### src/rtl/dtw_result_serializer.sv
// dtw_result_serializer: round-robin collector of per-core DTW results that
// serialises each captured result as three 32-bit AXI-Stream words
// (header, min cost, position), grouping results into packets via TLAST.
//
//   state | meaning
//   ------+------------------------------------------------------------
//   IDLE  | waiting for enable and a valid core; grants one core
//   W0    | presenting header {core_idx, 8'h00, qid}
//   W1    | presenting minimum DTW cost
//   W2    | presenting match position; packet may close here (TLAST)
module dtw_result_serializer #(
  parameter int NUM_CORES            = 4,
  parameter int C_M_AXIS_TDATA_WIDTH = 32,
  parameter int QID_WIDTH            = 16
) (
  input  logic                              M_AXIS_ACLK,
  input  logic                              M_AXIS_ARESETN,
  input  logic                              enable,
  input  logic [15:0]                       batch_len,
  input  logic [NUM_CORES-1:0]              res_valid,
  output logic [NUM_CORES-1:0]              res_ready,
  input  logic [32*NUM_CORES-1:0]           res_minval,
  input  logic [32*NUM_CORES-1:0]           res_position,
  input  logic [QID_WIDTH*NUM_CORES-1:0]    res_qid,
  output logic                              M_AXIS_TVALID,
  output logic [C_M_AXIS_TDATA_WIDTH-1:0]   M_AXIS_TDATA,
  output logic [C_M_AXIS_TDATA_WIDTH/8-1:0] M_AXIS_TSTRB,
  output logic                              M_AXIS_TLAST,
  input  logic                              M_AXIS_TREADY,
  output logic                              busy,
  output logic [31:0]                       results_sent
);

  localparam int IDX_W = (NUM_CORES > 1) ? $clog2(NUM_CORES) : 1;

  typedef enum logic [1:0] {IDLE, W0, W1, W2} state_t;

  state_t             state_q, state_d;
  logic [IDX_W-1:0]   last_grant_q, last_grant_d;
  logic [7:0]         core_q, core_d;
  logic [15:0]        qid_q, qid_d;
  logic [31:0]        minval_q, minval_d;
  logic [31:0]        pos_q, pos_d;
  logic [15:0]        batch_cnt_q, batch_cnt_d;
  logic [31:0]        results_sent_q, results_sent_d;

  logic               grant_found;
  logic [IDX_W-1:0]   grant_idx;
  logic [IDX_W-1:0]   cand;
  logic               hs;
  logic               last_in_pkt;

  // Round-robin search: first valid core after the previously granted one.
  always_comb begin
    grant_found = 1'b0;
    grant_idx   = last_grant_q;
    cand        = last_grant_q;
    for (int i = 0; i < NUM_CORES; i++) begin
      if (cand == IDX_W'(NUM_CORES - 1)) cand = '0;
      else                               cand = cand + 1'b1;
      if (!grant_found && res_valid[cand]) begin
        grant_found = 1'b1;
        grant_idx   = cand;
      end
    end
  end

  // A lowered batch_len (below the count) also closes the packet, hence >=.
  assign last_in_pkt = (batch_len == 16'd0) ||
                       (({1'b0, batch_cnt_q} + 17'd1) >= {1'b0, batch_len});
  assign hs          = M_AXIS_TVALID && M_AXIS_TREADY;

  // Next-state, capture and counter logic.
  always_comb begin
    state_d        = state_q;
    last_grant_d   = last_grant_q;
    core_d         = core_q;
    qid_d          = qid_q;
    minval_d       = minval_q;
    pos_d          = pos_q;
    batch_cnt_d    = batch_cnt_q;
    results_sent_d = results_sent_q;
    res_ready      = '0;
    case (state_q)
      IDLE: begin
        if (!enable) begin
          batch_cnt_d = '0;
        end else if (grant_found && M_AXIS_ARESETN) begin
          res_ready[grant_idx] = 1'b1;
          last_grant_d = grant_idx;
          core_d       = 8'(grant_idx);
          qid_d        = 16'(res_qid[QID_WIDTH*grant_idx +: QID_WIDTH]);
          minval_d     = res_minval[32*grant_idx +: 32];
          pos_d        = res_position[32*grant_idx +: 32];
          state_d      = W0;
        end
      end
      W0: if (hs) state_d = W1;
      W1: if (hs) state_d = W2;
      W2: begin
        if (hs) begin
          state_d        = IDLE;
          results_sent_d = results_sent_q + 32'd1;
          batch_cnt_d    = last_in_pkt ? 16'd0 : batch_cnt_q + 16'd1;
        end
      end
      default: state_d = IDLE;
    endcase
  end

  // Stream outputs are decoded from the state; IDLE drives zero data.
  always_comb begin
    M_AXIS_TDATA = '0;
    case (state_q)
      W0:      M_AXIS_TDATA = C_M_AXIS_TDATA_WIDTH'({core_q, 8'h00, qid_q});
      W1:      M_AXIS_TDATA = C_M_AXIS_TDATA_WIDTH'(minval_q);
      W2:      M_AXIS_TDATA = C_M_AXIS_TDATA_WIDTH'(pos_q);
      default: M_AXIS_TDATA = '0;
    endcase
  end

  assign M_AXIS_TVALID = (state_q != IDLE);
  assign M_AXIS_TLAST  = (state_q == W2) && last_in_pkt;
  assign M_AXIS_TSTRB  = '1;
  assign busy          = (state_q != IDLE);
  assign results_sent  = results_sent_q;

  // State and datapath registers; reset discards any in-flight result.
  always_ff @(posedge M_AXIS_ACLK or negedge M_AXIS_ARESETN) begin
    if (!M_AXIS_ARESETN) begin
      state_q        <= IDLE;
      last_grant_q   <= IDX_W'(NUM_CORES - 1);
      core_q         <= '0;
      qid_q          <= '0;
      minval_q       <= '0;
      pos_q          <= '0;
      batch_cnt_q    <= '0;
      results_sent_q <= '0;
    end else begin
      state_q        <= state_d;
      last_grant_q   <= last_grant_d;
      core_q         <= core_d;
      qid_q          <= qid_d;
      minval_q       <= minval_d;
      pos_q          <= pos_d;
      batch_cnt_q    <= batch_cnt_d;
      results_sent_q <= results_sent_d;
    end
  end

endmodule

### config.mk
export PLATFORM = sky130hd
export DESIGN_NAME = dtw_result_serializer
export DESIGN_NICKNAME = d
export VERILOG_FILES = /design/src/rtl/dtw_result_serializer.sv
export SDC_FILE = /design/constraint.sdc
export NUM_CORES = 1
export LEC_CHECK = 0
export CAP_MARGIN = 20
export CORE_AREA = 2 2 163 165
export CTS_BUF_LIST = sky130_fd_sc_hd__clkbuf_8
export DETAILED_ROUTE_END_ITERATION = 8
export DIE_AREA = 0 0 165 167
export PLACE_DENSITY = 0.78
export SYNTH_ARGS = -nofsm -noshare
export SYNTH_HDL_FRONTEND = slang
export SYNTH_SLANG_ARGS = --single-unit
### constraint.sdc
create_clock -name M_AXIS_ACLK -period 9.82 [get_ports M_AXIS_ACLK]
set_input_delay 2.455 -clock M_AXIS_ACLK [delete_from_list [all_inputs] [get_ports M_AXIS_ACLK]]
set_output_delay 2.455 -clock M_AXIS_ACLK [all_outputs]
set_load 0.05 [all_outputs]
==> flow_summary.yaml, run 1 <==
power:
  ir_worst_vdd_v: 0.000225
  leakage_nw: 5.75
  p_per_area_nw_per_um2: 272
  finalPower_mw: 3.82
place:
  gp_congestion: 0.876
  port_buffers: 414
  hpwl_microns: 27500
min_path:
  hold_path.class: "reg2reg"
critical_path:
  cp_slowest_cell: "clkdlybuf4s50_1"
  path_buf_inv: 3
  slowest_delay_ps: 840
  critical_path.top_delay_family: "buffers and inverters"
  worstSetupPathType: "in2out"
  worstReg2RegStart: "state_q[0]"
  crit_chain: "clkdlybuf4s50_1, nor4b_2, a21oi_1, o22a_1, o221ai_1, nand3_2, buf_4, nor2_1, clkdlybuf4s50_1"
  cpMostUsedCell: "clkdlybuf4s50_1"
  worst_ep_required_time_ps: 7370
  cp-endpoint: "res_ready[0]"
  rr_endpoint: "minval_q[7]"
  start_kind: "primary input"
  crit_start: "res_valid[3]"
  regToRegSetupSlack_ps: 5600
  arrival_ps: 5660
  cp_max_fo: 46
  r2r_cells: 8
  crit_cells: 9
  setup.worst_path.end_class: "primary output"
floorplanning:
  die-area_sq_um: 27600
  die_w_microns: 165
  ios: 419
  core_sq_um: 25800
  dieHeight_microns: 167
  rows: 59
  initial_core_util: 0.365
detailed_routing:
  vias_per_cell: 5.70
  firstDrtPassIters: 7
  drc: 0
  drt-wirelength-per-cell_microns: 21.2
  finalWirelength_microns: 36900
  ant_nets: 0
  num_vias: 9913
  drt_iter0_drc: 839
cts:
  cts_root_buf: "clkbuf_8"
  clock-sinks: 134
  cts_max_path_buffers: 2
  cts_resized: 0
  cts_hold_buf: 0
  insertion_delay_ps: 450
  htreeDepth: 4
  cts_tree: "yes"
  numCtsBuffers: 17
  post_cts_buffers: 0
  path_clk_slew_ps: 100
synth:
  synth_top_cell_area_share: 0.352
  yosysSeqAreaShare: 0.357
  synth_ff_type: "dfrtp_1"
  yosys.cell_types.count: 58
  ys_seq_elements: 134
  netlist_top_cells_area: "dfrtp_1, mux2i_1, a211oi_1"
  synth_top_area_cell: "dfrtp_1"
  synth_area_sq_um: 9390
  synthArstFlopShare: 1.00
  ys.warnings.count: 0
  postSynthCellCount: 1046
  synth-edff-count: 0
  avgSynthCellArea_sq_um: 8.98
sta:
  setup_violations: 0
  fin_skew_ps: 16.9
  worstMarginPinSlew_ps: 1160
  tns_ps: 0
  slew_violations: 0
  finalCriticalPeriod_ps: 8120
  final_hold_viol_count: 0
  fmax_mhz: 123
  period_share: 0.827
  rsz0062_at_grt: "false"
  slew_headroom: 0.229
global_route:
  grt_pass1_wl_microns: 55800
  grt_usage: 0.264
  grt_max_degree: 84
  antenna_found_initial: 2
  grt_pass1_vias: 10200
  globalRouteOverflowTotal: 0
cells_and_area:
  drive_above_1_share: 0.0556
  nets: 1756
  area_growth_pct: 49.6
  layout_common_cells: "clkdlybuf4s50_1, dfrtp_1, nor2_1"
  final_common_cell: "clkdlybuf4s50_1"
flow_run:
  drv_cap: 0
run_status:
  outcome: "finished, final reports clean"
==> per-stage QoR <==
step                      worst slack [ps]  utilization  cells  hold slack, ps  instance area, sq um
final                                 1700        0.545   1739             495                 14100
after global routing                  1500        0.545   1739             520                 14100
after CTS                             1690        0.545   1736             499                 14000
after detailed placement              1690        0.531   1704             479                 13700
after global placement                1830        0.531   1704             458                 13700
after floorplan                       2760            -   1049             450                  9400
==> where the power goes <==
group	switching, mW	internal, mW
sequential	0.174	0.749
combinational	1.52	0.930
clock	0.260	0.186
total	1.95	1.86
==> cells in the mapped netlist, types with 12 or more instances <==
cell type and number:
a211oi_1 80, a21boi_0 40, a222oi_1 18, a22oi_1 14
and3_1 88, buf_2 19, clkbuf_1 77, dfrtp_1 132
ha_1 23, inv_1 30, mux2i_1 83, nand2_1 30
nand3_1 28, nand4_1 12, nor2_1 94, nor4_1 37
o22ai_1 86, xnor2_1 31
==> kinds of logic after synthesis <==
kind of cell    share of synthesized area
compound gates                      0.230
xor+xnor                           0.0392
other cells                      0.000399
fa+ha+maj                          0.0306
mux                                0.0897
buf+inv                            0.0641
flops                               0.357
simple gates                        0.189
==> sequential cells by signal, indices dropped and copies added (netlist names) <==
name	cells
minval_q	32
pos_q	32
results_sent	32
batch_cnt_q	16
qid_q	16
core_q	2
last_grant_q	2
state_q	2
==> layer usage <==
metal / vias up / part of all wire / global-route usage
li1: 4677 / - / -
met1: 4783 / 0.39 / 0.316
met2: 398 / 0.51 / 0.459
met3: 55 / 0.067 / 0.0565
met4: 0 / 0.033 / 0.104
met5: - / 0 / 0
==> worst min path at each step <==
stage | cells past startpoint | from | slack [ps] | to
floorplan | 2 | core_q[0] | 450 | core_q[0]
global placement | 1 | results_sent[31] | 460 | results_sent[31]
detailed placement | 2 | core_q[0] | 480 | core_q[0]
CTS | 2 | core_q[0] | 500 | core_q[0]
global route | 1 | results_sent[6] | 520 | results_sent[6]
finish | 1 | results_sent[31] | 490 | results_sent[31]
==> area by class of cell <==
type                            instances  area, sq um
Inverter                               30          113
Sequential cell                       134         3360
Multi-Input combinational cell        776         5520
Clock inverter                         15          136
Tap cell                              335          419
Fill cell                            2377        11700
Antenna cell                            2         5.00
Clock buffer                           17          234
Timing Repair Buffer                  430         4270
(Power assumes the default switching activity.)
==> inputs of run 2 (changes only) <==
==> constraint.sdc (replaced) <==
create_clock -name M_AXIS_ACLK -period 7.72 [get_ports M_AXIS_ACLK]
set_input_delay 1.93 -clock M_AXIS_ACLK [delete_from_list [all_inputs] [get_ports M_AXIS_ACLK]]
set_output_delay 1.93 -clock M_AXIS_ACLK [all_outputs]
set_load 0.05 [all_outputs]
==> flow_summary.yaml, run 2 (same netlist as run 1, synthesis figures left out) <==
run_status:
  outcome: "finished, final reports clean"
sta:
  fin_skew_ps: 12.8
  period_share: 0.873
  tns_ps: 0
  final_hold_viol_count: 0
  fmax_mhz: 148
  setup_violations: 0
  slew_headroom: 0.238
  worstMarginPinSlew_ps: 1140
  finalCriticalPeriod_ps: 6740
  rsz0062_at_grt: "false"
  slew_violations: 0
cts:
  cts_resized: 0
  insertion_delay_ps: 450
  clock-sinks: 134
  cts_root_buf: "clkbuf_8"
  cts_hold_buf: 0
  htreeDepth: 4
  path_clk_slew_ps: 90
  numCtsBuffers: 17
  cts_max_path_buffers: 2
  post_cts_buffers: 0
  cts_tree: "yes"
floorplanning:
  die-area_sq_um: 27600
  initial_core_util: 0.365
  die_w_microns: 165
  core_sq_um: 25800
  ios: 419
  rows: 59
  dieHeight_microns: 167
critical_path:
  slowest_delay_ps: 810
  worst_ep_required_time_ps: 5790
  cpMostUsedCell: "clkdlybuf4s50_1"
  setup.worst_path.end_class: "primary output"
  r2r_cells: 8
  start_kind: "primary input"
  arrival_ps: 4810
  path_buf_inv: 2
  critical_path.top_delay_family: "buffers and inverters"
  cp_max_fo: 10
  crit_cells: 7
  cp_slowest_cell: "clkdlybuf4s50_1"
  crit_chain: "clkdlybuf4s50_1, nor4b_2, nand2_1, a211o_1, a21oi_4, and2_1, clkdlybuf4s50_1"
  worstSetupPathType: "in2out"
global_route:
  grt_pass1_vias: 9926
  grt_pass1_wl_microns: 56000
  grt_usage: 0.264
  grt_max_degree: 84
  globalRouteOverflowTotal: 0
  antenna_found_initial: 1
detailed_routing:
  firstDrtPassIters: 6
  finalWirelength_microns: 37100
  vias_per_cell: 5.80
  num_vias: 10100
  drt-wirelength-per-cell_microns: 21.3
  ant_nets: 0
  drt_iter0_drc: 871
  drc: 0
cells_and_area:
  final_common_cell: "clkdlybuf4s50_1"
  fill_cells: 2348
  final_cell_area_sq_um: 14100
  drive_above_1_share: 0.0571
  area_growth_pct: 49.7
  nets: 1756
  layout_common_cells: "clkdlybuf4s50_1, dfrtp_1, nor2_1"
power:
  switching_share: 0.507
  p_sw_mw: 2.48
  clock_power_share: 0.123
  combPwrFrac: 0.636
  ir_worst_vdd_v: 0.000230
  p_per_area_nw_per_um2: 347
  p_int_mw: 2.41
  leakage_nw: 5.77
  seqPwrFrac: 0.241
place:
  port_buffers: 414
  gp_congestion: 0.870
  dpl-instance-area_sq_um: 13700
  hpwl_microns: 27500
min_path:
  holdPathStages: 1
  hold_path.class: "reg2reg"
flow_run:
  drv_cap: 0
==> run 2: changes by cell type in the layout (fill, tap and decap cells not counted) <==
cell             delta
buf_2               +1
buf_4               +1
bufinv_16           +1
clkdlybuf4s50_1     -2
clkinv_4            -2
diode_2             -1
inv_6               +1
==> run 2: path summary, 6_finish.rpt <==
check,slack (ps),end,from
max,980,res_ready[3],res_valid[3]
min,490,results_sent[31],results_sent[31]
max reg2reg,3430,minval_q[7],state_q[0]
min reg2reg,490,results_sent[31],results_sent[31]
max in group asynchronous,5250,minval_q[18],M_AXIS_ARESETN
min in group asynchronous,1370,batch_cnt_q[14],M_AXIS_ARESETN
==> run 2: layer usage <==
metal	up-vias	track usage	wire (microns)
met3	50	0.0535	2400
met5	-	0	14
li1	4681	-	-
met1	4917	0.326	14800
met2	430	0.462	18900
met4	2	0.0749	959
==> run 2: worst reg2reg max path: stages (launching register included) <==
cell	delay (ps)
dfrtp_1	430
inv_1	100
ha_2	830
and3_4	350
buf_4	700
nand2_4	520
buf_4	520
nor4_1	570
a211oi_1	120
==> run 2: power groups by stage <==
| stage | logic, mW | registers [mW] | clock network, mW |
|---|---|---|---|
| 2_1_floorplan | 2.19 | 1.11 | 0 |
| 3_3_place_gp | 3.06 | 1.18 | 0 |
| 3_5_place_dp | 3.11 | 1.18 | 0 |
| 4_1_cts | 3.12 | 1.17 | 0.616 |
| 5_1_grt | 3.33 | 1.20 | 0.650 |
| 6_report | 3.11 | 1.18 | 0.600 |
==> run 2: layout make-up <==
cell class,instances,area (sq um),area share
flip-flops and latches,134,3360,0.239
diodes,1,2.50,0.000178
clock buffers,17,234,0.0166
multi-input cells,776,5520,0.393
inverters,30,113,0.00801
clock inverters,15,158,0.0112
well taps,335,419,0.0298
repair buffers,430,4260,0.303
==> run 2: stage by stage <==
step | hold slack [ps] | power, mW | std cells | worst slack (ps) | util
after CTS | 494 | 4.90 | 1737 | 1010 | 0.546
after detailed placement | 478 | 4.29 | 1705 | 1020 | 0.531
after global placement | 459 | 4.23 | 1704 | 1090 | 0.530
final | 488 | 4.88 | 1738 | 980 | 0.546
after global routing | 511 | 5.18 | 1737 | 844 | 0.546
after floorplan | 450 | 3.29 | 1049 | 1710 | -
